`config.mk`:
```
export PLATFORM = sky130hd
export DESIGN_NAME = fetch_stage_flat
export DESIGN_NICKNAME = d
export VERILOG_FILES = /design/src/rtl/fetch_stage_if.sv /design/src/rtl/fetch_stage.sv /design/src/flat_wrapper.sv
export SDC_FILE = /design/constraint.sdc
export NUM_CORES = 1
export LEC_CHECK = 0
export ABC_AREA = 1
export BUFFER_PORTS_ARGS = -buffer_cell sky130_fd_sc_hd__buf_2
export CORE_ASPECT_RATIO = 1.75
export CORE_UTILIZATION = 30
export DETAILED_ROUTE_END_ITERATION = 10
export GPL_ROUTABILITY_DRIVEN = 0
export REMOVE_ABC_BUFFERS = 1
export SLEW_MARGIN = 30
export SYNTH_ARGS = -nofsm -noshare
export SYNTH_HDL_FRONTEND = slang
export SYNTH_SLANG_ARGS = --single-unit
```
`constraint.sdc`:
```
create_clock -name clk -period 8.3 [get_ports clk]
set_clock_uncertainty 0.1 [all_clocks]
set_input_delay 1.245 -clock clk [delete_from_list [all_inputs] [get_ports clk]]
set_output_delay 1.245 -clock clk [all_outputs]
set_load 0.05 [all_outputs]
```
`src/rtl/fetch_stage_if.sv`:
```
// Fetch-stage bus: control inputs from the pipeline plus the instruction
// memory request and the decode-side {pc, bubble} pair.
// There is no valid/ready pair on this bus. mem_re qualifies mem_addr in
// every cycle. bubble_out=0 marks pc_out as carrying a real instruction.
// stall is the only backpressure: the whole front end holds while it is high.
interface fetch_stage_if;
    logic        stall;
    logic        halt;
    logic        flush;
    logic [31:0] branch_target;
    logic [31:0] mem_addr;
    logic        mem_re;
    logic [31:0] pc_out;
    logic        bubble_out;

    modport master (
        input  stall, halt, flush, branch_target,
        output mem_addr, mem_re, pc_out, bubble_out
    );

    modport slave (
        output stall, halt, flush, branch_target,
        input  mem_addr, mem_re, pc_out, bubble_out
    );
endinterface

```
`src/rtl/fetch_stage.sv`:
```
// Fetch stage: owns the fetch PC and issues instruction memory reads.
// A MEM_LATENCY-deep delay line of {pc, valid} keeps pc_out/bubble_out
// aligned with the memory's returned word.
// Optional macro FETCH_PERF_EN adds the fetch_count and squash_count counters.
module fetch_stage #(
    parameter logic [31:0] RESET_PC    = 32'h0000_0000,
    parameter int          MEM_LATENCY = 2
) (
    input  logic               clk,
    input  logic               rst,
    fetch_stage_if.master      bus
`ifdef FETCH_PERF_EN
    ,
    output logic [31:0]        fetch_count,
    output logic [31:0]        squash_count
`endif
);
    localparam int LAST = MEM_LATENCY - 1;

    logic [31:0]            pc_f;
    logic [31:0]            stage_pc [MEM_LATENCY];
    logic [MEM_LATENCY-1:0] stage_valid;
    logic [31:0]            target;

    // Branch targets are word aligned by dropping the low bits.
    assign target = {bus.branch_target[31:2], 2'b00};

    // Fetch PC and delay line. halt freezes everything, flush beats stall.
    always_ff @(posedge clk or posedge rst) begin
        if (rst) begin
            pc_f        <= RESET_PC;
            stage_valid <= '0;
            for (int k = 0; k < MEM_LATENCY; k++) begin
                stage_pc[k] <= RESET_PC;
            end
        end else if (!bus.halt) begin
            if (bus.flush) begin
                pc_f        <= target;
                stage_valid <= '0;
                for (int k = 0; k < MEM_LATENCY; k++) begin
                    stage_pc[k] <= target;
                end
            end else if (!bus.stall) begin
                pc_f           <= pc_f + 32'd4;
                stage_pc[0]    <= pc_f;
                stage_valid[0] <= 1'b1;
                for (int k = 1; k < MEM_LATENCY; k++) begin
                    stage_pc[k]    <= stage_pc[k-1];
                    stage_valid[k] <= stage_valid[k-1];
                end
            end
        end
    end

    // While stalled, the same address is re-presented so that memory re-issues the read.
    assign bus.mem_addr   = pc_f;
    assign bus.mem_re     = !bus.halt && !rst;
    assign bus.pc_out     = stage_pc[LAST];
    assign bus.bubble_out = !stage_valid[LAST];

`ifdef FETCH_PERF_EN
    logic [31:0] valid_in_flight;

    // Count of valid stages that a flush in this cycle would squash.
    always_comb begin
        valid_in_flight = '0;
        for (int k = 0; k < MEM_LATENCY; k++) begin
            if (stage_valid[k]) begin
                valid_in_flight = valid_in_flight + 32'd1;
            end
        end
    end

    // Performance counters. Both wrap naturally at 2^32.
    always_ff @(posedge clk or posedge rst) begin
        if (rst) begin
            fetch_count  <= '0;
            squash_count <= '0;
        end else if (!bus.halt) begin
            if (stage_valid[LAST] && !bus.stall) begin
                fetch_count <= fetch_count + 32'd1;
            end
            if (bus.flush) begin
                squash_count <= squash_count + valid_in_flight;
            end
        end
    end
`endif
endmodule

```
`src/flat_wrapper.sv`:
```
// flat-port wrapper written by rule: the top's interface ports become plain ports
module fetch_stage_flat 
#(
    parameter logic [31:0] RESET_PC    = 32'h0000_0000,
    parameter int          MEM_LATENCY = 2
)
  (clk, rst, bus_stall, bus_halt, bus_flush, bus_branch_target, bus_mem_addr, bus_mem_re, bus_pc_out, bus_bubble_out);
  fetch_stage_if bus_i ();
  input  logic clk;
  input  logic rst;
  input wire logic [$bits(bus_i.stall)-1:0] bus_stall;
  input wire logic [$bits(bus_i.halt)-1:0] bus_halt;
  input wire logic [$bits(bus_i.flush)-1:0] bus_flush;
  input wire logic [$bits(bus_i.branch_target)-1:0] bus_branch_target;
  output wire logic [$bits(bus_i.mem_addr)-1:0] bus_mem_addr;
  output wire logic [$bits(bus_i.mem_re)-1:0] bus_mem_re;
  output wire logic [$bits(bus_i.pc_out)-1:0] bus_pc_out;
  output wire logic [$bits(bus_i.bubble_out)-1:0] bus_bubble_out;
  assign bus_i.stall = bus_stall;
  assign bus_i.halt = bus_halt;
  assign bus_i.flush = bus_flush;
  assign bus_i.branch_target = bus_branch_target;
  assign bus_mem_addr = bus_i.mem_addr;
  assign bus_mem_re = bus_i.mem_re;
  assign bus_pc_out = bus_i.pc_out;
  assign bus_bubble_out = bus_i.bubble_out;
  fetch_stage #(.RESET_PC(RESET_PC), .MEM_LATENCY(MEM_LATENCY)) u_core (.clk(clk), .rst(rst), .bus(bus_i));
endmodule
```
==> results of run 1 <==
## metal layers
metal,vias up,global-route usage (%)
li1,2191,-
met1,2044,19.61
met2,98,29.79
met3,21,2.984
met4,0,6.824
met5,-,0
## synthesized netlist by cell type (6+ instances only)
cell type  count
nand4_1       11
o21ai_1        7
dfrtp_1       94
buf_2         14
buf_6          6
nor3_1         6
buf_4         37
o21ai_0       62
nor2_2         8
a21oi_1       15
inv_1         81
nand2_1      182
nor2_1        22
o211ai_1      10
inv_2          7
nand3_1       32
o221ai_1      23
## power groups by stage
stage,Sequential [mW],Combinational (mW),Clock (mW)
final,0.585,0.404,0.508
after global routing,0.595,0.440,0.532
after CTS,0.586,0.409,0.515
after detailed placement,0.594,0.408,0
after global placement,0.593,0.404,0
after floorplan,0.743,0.135,0
## critical path, delay by kind of cell
kind / cells / cell delay (ns)
simple gates: 6 / 1.45
buf+inv: 4 / 1.20
## layout make-up
class | count | area (sq um) | share of cell area (%)
Timing Repair Buffer | 101 | 513.0 | 8.723
Multi-Input combinational cell | 406 | 2039 | 34.68
Sequential cell | 94 | 2352 | 40.00
Tap cell | 227 | 284.0 | 4.830
Clock inverter | 4 | 120.1 | 2.043
Clock buffer | 10 | 239.0 | 4.064
Inverter | 88 | 332.8 | 5.660
## how the worst max path moves through the flow
stage,from,endpoint,slack (ns)
2_1_floorplan,rst,u_core.bus.mem_addr[10]$_DFFE_PP0N_,4.51
3_3_place_gp,bus_flush,u_core.bus.mem_addr[27]$_DFFE_PP0N_,4.12
3_5_place_dp,bus_flush,u_core.bus.mem_addr[27]$_DFFE_PP0N_,4.10
4_1_cts,bus_flush,u_core.bus.mem_addr[27]$_DFFE_PP0N_,4.46
5_1_grt,bus_flush,u_core.bus.mem_addr[27]$_DFFE_PP0N_,4.21
6_report,bus_flush,u_core.bus.mem_addr[27]$_DFFE_PP0N_,4.52
## per-stage QoR
step	power (mW)	hold slack [ns]	utilization, %
after floorplan	0.8783	0.3533	-
after global placement	0.9963	0.3710	32.73
after detailed placement	1.001	0.3721	32.73
after CTS	1.510	0.3925	34.86
after global routing	1.567	0.4014	34.86
final	1.497	0.3891	34.86
## sequential cells by signal, summed over array words and instances (netlist names)
signal and cells:
u_core.bus.mem_addr 30, u_core.bus.pc_out 31, u_core.stage_pc 31, u_core.stage_valid 2
## kinds of logic after synthesis
family                   Yosys count  synth area share (%)
AND/OR/NAND/NOR                  277                 24.08
flip-flops                        94                 45.69
adder cells (fa/ha/maj)            1                0.2430
other                              1               0.07283
buffers and inverters            149                 14.78
AO/OA/AOI/OAI                    126                 15.14
==> impl_metrics.json, run 1 <==
{
  "status": "completed",
  "fin_setup_tns_ns": 0,
  "placed_area_sq_mm": 0.005522,
  "worstPathRequired_ns": 8.48,
  "setup.worst_path.start_class": "input port",
  "synth_edf_count": 0,
  "ctsResizeCount": 0,
  "seq_power_share_pct": 39.1,
  "instances_no_fill": 930,
  "drive_gt1_share_pct": 21.05,
  "die_area_sq_mm": 0.01771,
  "viasPerCell": 4.682,
  "worstHoldStart": "u_core.bus.pc_out[16]$_DFFE_PP0N_",
  "report.final.slew_viol_count": 0,
  "synth_area_per_cell_sq_um": 7.946,
  "hold_end": "u_core.bus.pc_out[16]$_DFFE_PP0N_",
  "met2_length_mm": 7.225,
  "cp_cell_sequence": "buf_2 -> buf_4 -> inv_2 -> nand2_2 -> nand2_4 -> nor2_8 -> inv_2 -> nor2_1 -> nand4_1 -> nand3_1",
  "path_common_cell": "inv_2",
  "grt_max_degree": 81,
  "gr-total-overflow": 0,
  "antenna_found_initial": 0,
  "dpl.hpwl_mm": 9.914,
  "layout_common_cells": "nand2_1 (182), buf_2 (98), dfrtp_1 (94)",
  "cp_slowest_stage_delay_ns": 0.48,
  "m1WireLength_mm": 5.856,
  "synth_cell_types": 32,
  "switchingPower_mw": 0.5471,
  "drc_errors": 0,
  "r2r-end": "u_core.bus.mem_addr[24]$_DFFE_PP0N_",
  "fin_area_sq_mm": 0.005881,
  "hold_class": "reg -> reg",
  "rsz0062_at_grt": "false",
  "core.rowCount": 63,
  "synth_seq_cells": 94,
  "p_leak_nw": 2.874,
  "synthFlopType": "dfrtp_1",
  "nets": 738,
  "top_layer": "met4",
  "cap_violations": 0,
  "crit_fanout": 75,
  "pin_count": 103,
  "holdBufCountCts": 0,
  "cts_tree": "yes",
  "power_density_mw_per_mm2": 254.6,
  "async_flop_share_pct": 100.0,
  "p_int_mw": 0.9501,
  "numPortBuffers": 98,
  "drtPass1Iterations": 5,
  "final_common_cell": "nand2_1",
  "synthTopCellsByArea": "dfrtp_1 (46%), nand2_1 (13%), o21ai_0 (6.0%)",
  "worstPathArrival_ns": 3.97,
  "dr_wl_met3_um": 505,
  "ys_seq_area_share_pct": 45.69,
  "reg2reg_slack_ns": 6.51,
  "yosys_warnings": 0,
  "cts_buffers": 9,
  "path_clk_slew_ns": 0.06,
  "routed_wl_mm": 13.97,
  "finalCritPeriodShare_pct": 45.59,
  "synth_top_area_cell": "dfrtp_1",
  "routed-via-count": 4354,
  "pwr-share-clk_pct": 34.0,
  "grtUsageTotal_pct": 16.78,
  "first_iter_violations": 228,
  "final_antenna_net_count": 0,
  "max-vdd-ir-drop_v": 0.00009392,
  "syn_to_final_growth_pct": 14.22,
  "grt_pass1_wl_mm": 22.69,
  "critPathKind": "in -> reg",
  "worst-r2r-cell-count": 10,
  "syn_area_sq_mm": 0.005149,
  "htree_num_levels": 3,
  "switching_share_pct": 36.54,
  "synth_top_cell_area_share_pct": 45.69,
  "fp.dieW_um": 101.0,
  "dp_slack_ns": 4.097,
  "finalCriticalPeriod_ns": 3.784,
  "setup-violations-final": 0,
  "whs_path_depth": 2,
  "cts_setup_buffers": 0,
  "max-slew-margin-rel_pct": 41.91,
  "wl_per_cell_um": 15.02,
  "worst_slew_pin_slew_ns": 0.8713,
  "clock_latency_ns": 0.35,
  "worstReg2RegStart": "u_core.bus.mem_addr[2]$_DFFE_PP0N_",
  "cts_root_buffer": "clkbuf_16",
  "insertedDiodeCount": 0,
  "grt_pass1_vias": 4345,
  "setup_slack_ns": 4.516,
  "pwr-share-comb_pct": 27.0,
  "place_inst": 916,
  "worst_path_max_delay_cell": "buf_4",
  "die_h_um": 175.3,
  "start_util_pct": 30.52,
  "synthCells": 648,
  "end_kind": "flip-flop",
  "clkSinkCount": 94,
  "nFillCells": 1831,
  "final_hold_viol_count": 0,
  "cts.path.max_buffers": 2,
  "core_sq_mm": 0.01687,
  "max_freq_ghz": 0.2643
}
Power figures use the tool's default switching activity.
==> run 2: changes to the inputs <==
==> constraint.sdc (replaced) <==
create_clock -name clk -period 3.49 [get_ports clk]
set_clock_uncertainty 0.1 [all_clocks]
set_input_delay 0.5235 -clock clk [delete_from_list [all_inputs] [get_ports clk]]
set_output_delay 0.5235 -clock clk [all_outputs]
set_load 0.05 [all_outputs]
==> run 2 against run 1 <==
- critical path depth down 1
- combinational power increased by 140%
- highest routed layer unchanged
- wire length increased by 0.76%
- first-iteration DRC count up 23%
- largest cell class unchanged
- sequential cell count stayed put
==> impl_metrics.json, run 2 (same netlist as run 1, synthesis figures left out) <==
{
  "cts.path.max_buffers": 2,
  "cp_top_family": "buffers and inverters",
  "fp.dieW_um": 101.0,
  "reg2reg_slack_ns": 1.70,
  "viasPerCell": 4.691,
  "switchingPower_mw": 1.347,
  "drive_gt1_share_pct": 21.72,
  "finalCritPeriodShare_pct": 59.47,
  "start_util_pct": 30.52,
  "cts_root_buffer": "clkbuf_16",
  "holdBufCountCts": 0,
  "gr-total-overflow": 0,
  "pwr-share-comb_pct": 29.0,
  "routed-via-count": 4395,
  "cp_slowest_stage_delay_ns": 0.57,
  "numPortBuffers": 98,
  "pin_count": 103,
  "critPathKind": "in -> reg",
  "setup-violations-final": 0,
  "grt_pass1_vias": 4361,
  "grtUsageTotal_pct": 16.96,
  "report.final.slew_viol_count": 0,
  "worst_slew_pin_slew_ns": 0.7244,
  "crit_fanout": 35,
  "clock_latency_ns": 0.35,
  "cp_cell_sequence": "buf_2 -> inv_2 -> nand2_2 -> nand2_4 -> nor2_8 -> inv_2 -> nor2_1 -> nand4_1 -> nand3_1",
  "final_hold_viol_count": 0,
  "end_kind": "flip-flop",
  "routed_wl_mm": 14.08,
  "status": "completed",
  "wl_per_cell_um": 15.02,
  "finalCriticalPeriod_ns": 2.076,
  "p_int_mw": 1.977,
  "critPathBufInv": 3,
  "first_iter_violations": 280,
  "pwr-share-clk_pct": 29.1,
  "nets": 742,
  "setup.worst_path.start_class": "input port",
  "fin_setup_tns_ns": 0,
  "final_antenna_net_count": 0,
  "rsz0062_at_grt": "false",
  "max_freq_ghz": 0.4818,
  "dp_slack_ns": 1.051,
  "htree_num_levels": 3,
  "nFillCells": 1872,
  "antenna_found_initial": 1,
  "dpl.hpwl_mm": 10.39,
  "core_sq_mm": 0.01687,
  "seq_power_share_pct": 41.9,
  "drtPass1Iterations": 4,
  "multi_input_area_sq_mm": 0.002039,
  "cap_violations": 0,
  "layout_common_cells": "nand2_1 (182), buf_2 (98), dfrtp_1 (94)",
  "max-vdd-ir-drop_v": 0.0002435,
  "clkSinkCount": 94,
  "die_area_sq_mm": 0.01771,
  "grt_max_degree": 54,
  "syn_to_final_growth_pct": 13.51,
  "regArea_sq_mm": 0.002352,
  "switching_share_pct": 40.52,
  "p_leak_nw": 2.863,
  "worstPathRequired_ns": 3.62,
  "max-slew-margin-rel_pct": 51.64,
  "cts_tree": "yes",
  "setup_slack_ns": 1.414,
  "path_common_cell": "inv_2",
  "core.rowCount": 63,
  "worstPathArrival_ns": 2.21,
  "grt_pass1_wl_mm": 22.77,
  "ctsResizeCount": 0,
  "worst_path_max_delay_cell": "inv_2",
  "drc_errors": 0,
  "die_h_um": 175.3,
  "cts_setup_buffers": 0,
  "cts_buffers": 9,
  "final_common_cell": "nand2_1",
  "path_clk_slew_ns": 0.08,
  "hold_class": "in -> async",
  "power_density_mw_per_mm2": 568.7
}
-- run 2: worst paths after layout --
path,startpoint,to,cells after the start
max in group asynchronous,rst,u_core.stage_pc[63]$_DFFE_PP0N_,3
min in group clk,bus_branch_target[30],u_core.stage_pc[62]$_DFFE_PP0N_,3
worst min register to register,u_core.bus.pc_out[21]$_DFFE_PP0N_,u_core.bus.pc_out[21]$_DFFE_PP0N_,2
worst max register to register,u_core.bus.mem_addr[3]$_DFFE_PP0N_,u_core.bus.mem_addr[24]$_DFFE_PP0N_,10
worst max-delay path,bus_flush,u_core.bus.mem_addr[27]$_DFFE_PP0N_,9
worst min-delay path,rst,u_core.stage_pc[34]$_DFFE_PP0N_,2
-- run 2: power groups by stage --
stage	Sequential (mW)	Combinational [mW]	Clock [mW]
2_1_floorplan	1.77	0.321	0
3_3_place_gp	1.41	0.964	0
3_5_place_dp	1.41	0.976	0
4_1_cts	1.39	0.978	0.987
5_1_grt	1.42	1.05	1.03
6_report	1.39	0.966	0.966
-- run 2: area by class of cell --
| type | count | share of cell area, % |
|---|---|---|
| inverter | 88 | 5.695 |
| clock inverter | 7 | 1.113 |
| antenna | 1 | 0.04282 |
| tap | 227 | 4.860 |
| timing repair buffer | 105 | 9.291 |
| clock buffer | 9 | 3.854 |
| multi-input combinational | 406 | 34.90 |
| sequential | 94 | 40.25 |
-- run 2: routing by layer --
layer,vias up,track usage (%),part of all wire [%]
met5,-,0,0
met4,0,5.737,2.3
met3,18,2.746,3.8
met2,95,30.96,53
met1,2087,19.75,41
li1,2195,-,-
-- run 2: through the flow --
| step | total power [mW] | utilization (%) | cell area, sq um | hold WS [ns] | std cells |
|---|---|---|---|---|---|
| after global routing | 3.489 | 34.65 | 5844 | 0.1185 | 937 |
| after global placement | 2.375 | 32.91 | 5552 | 0.3669 | 920 |
| after floorplan | 2.089 | - | 4722 | 0.3533 | 588 |
| final | 3.324 | 34.65 | 5844 | 0.08785 | 937 |
| after detailed placement | 2.388 | 32.91 | 5552 | 0.3710 | 920 |
| after CTS | 3.358 | 34.63 | 5842 | 0.1010 | 936 |
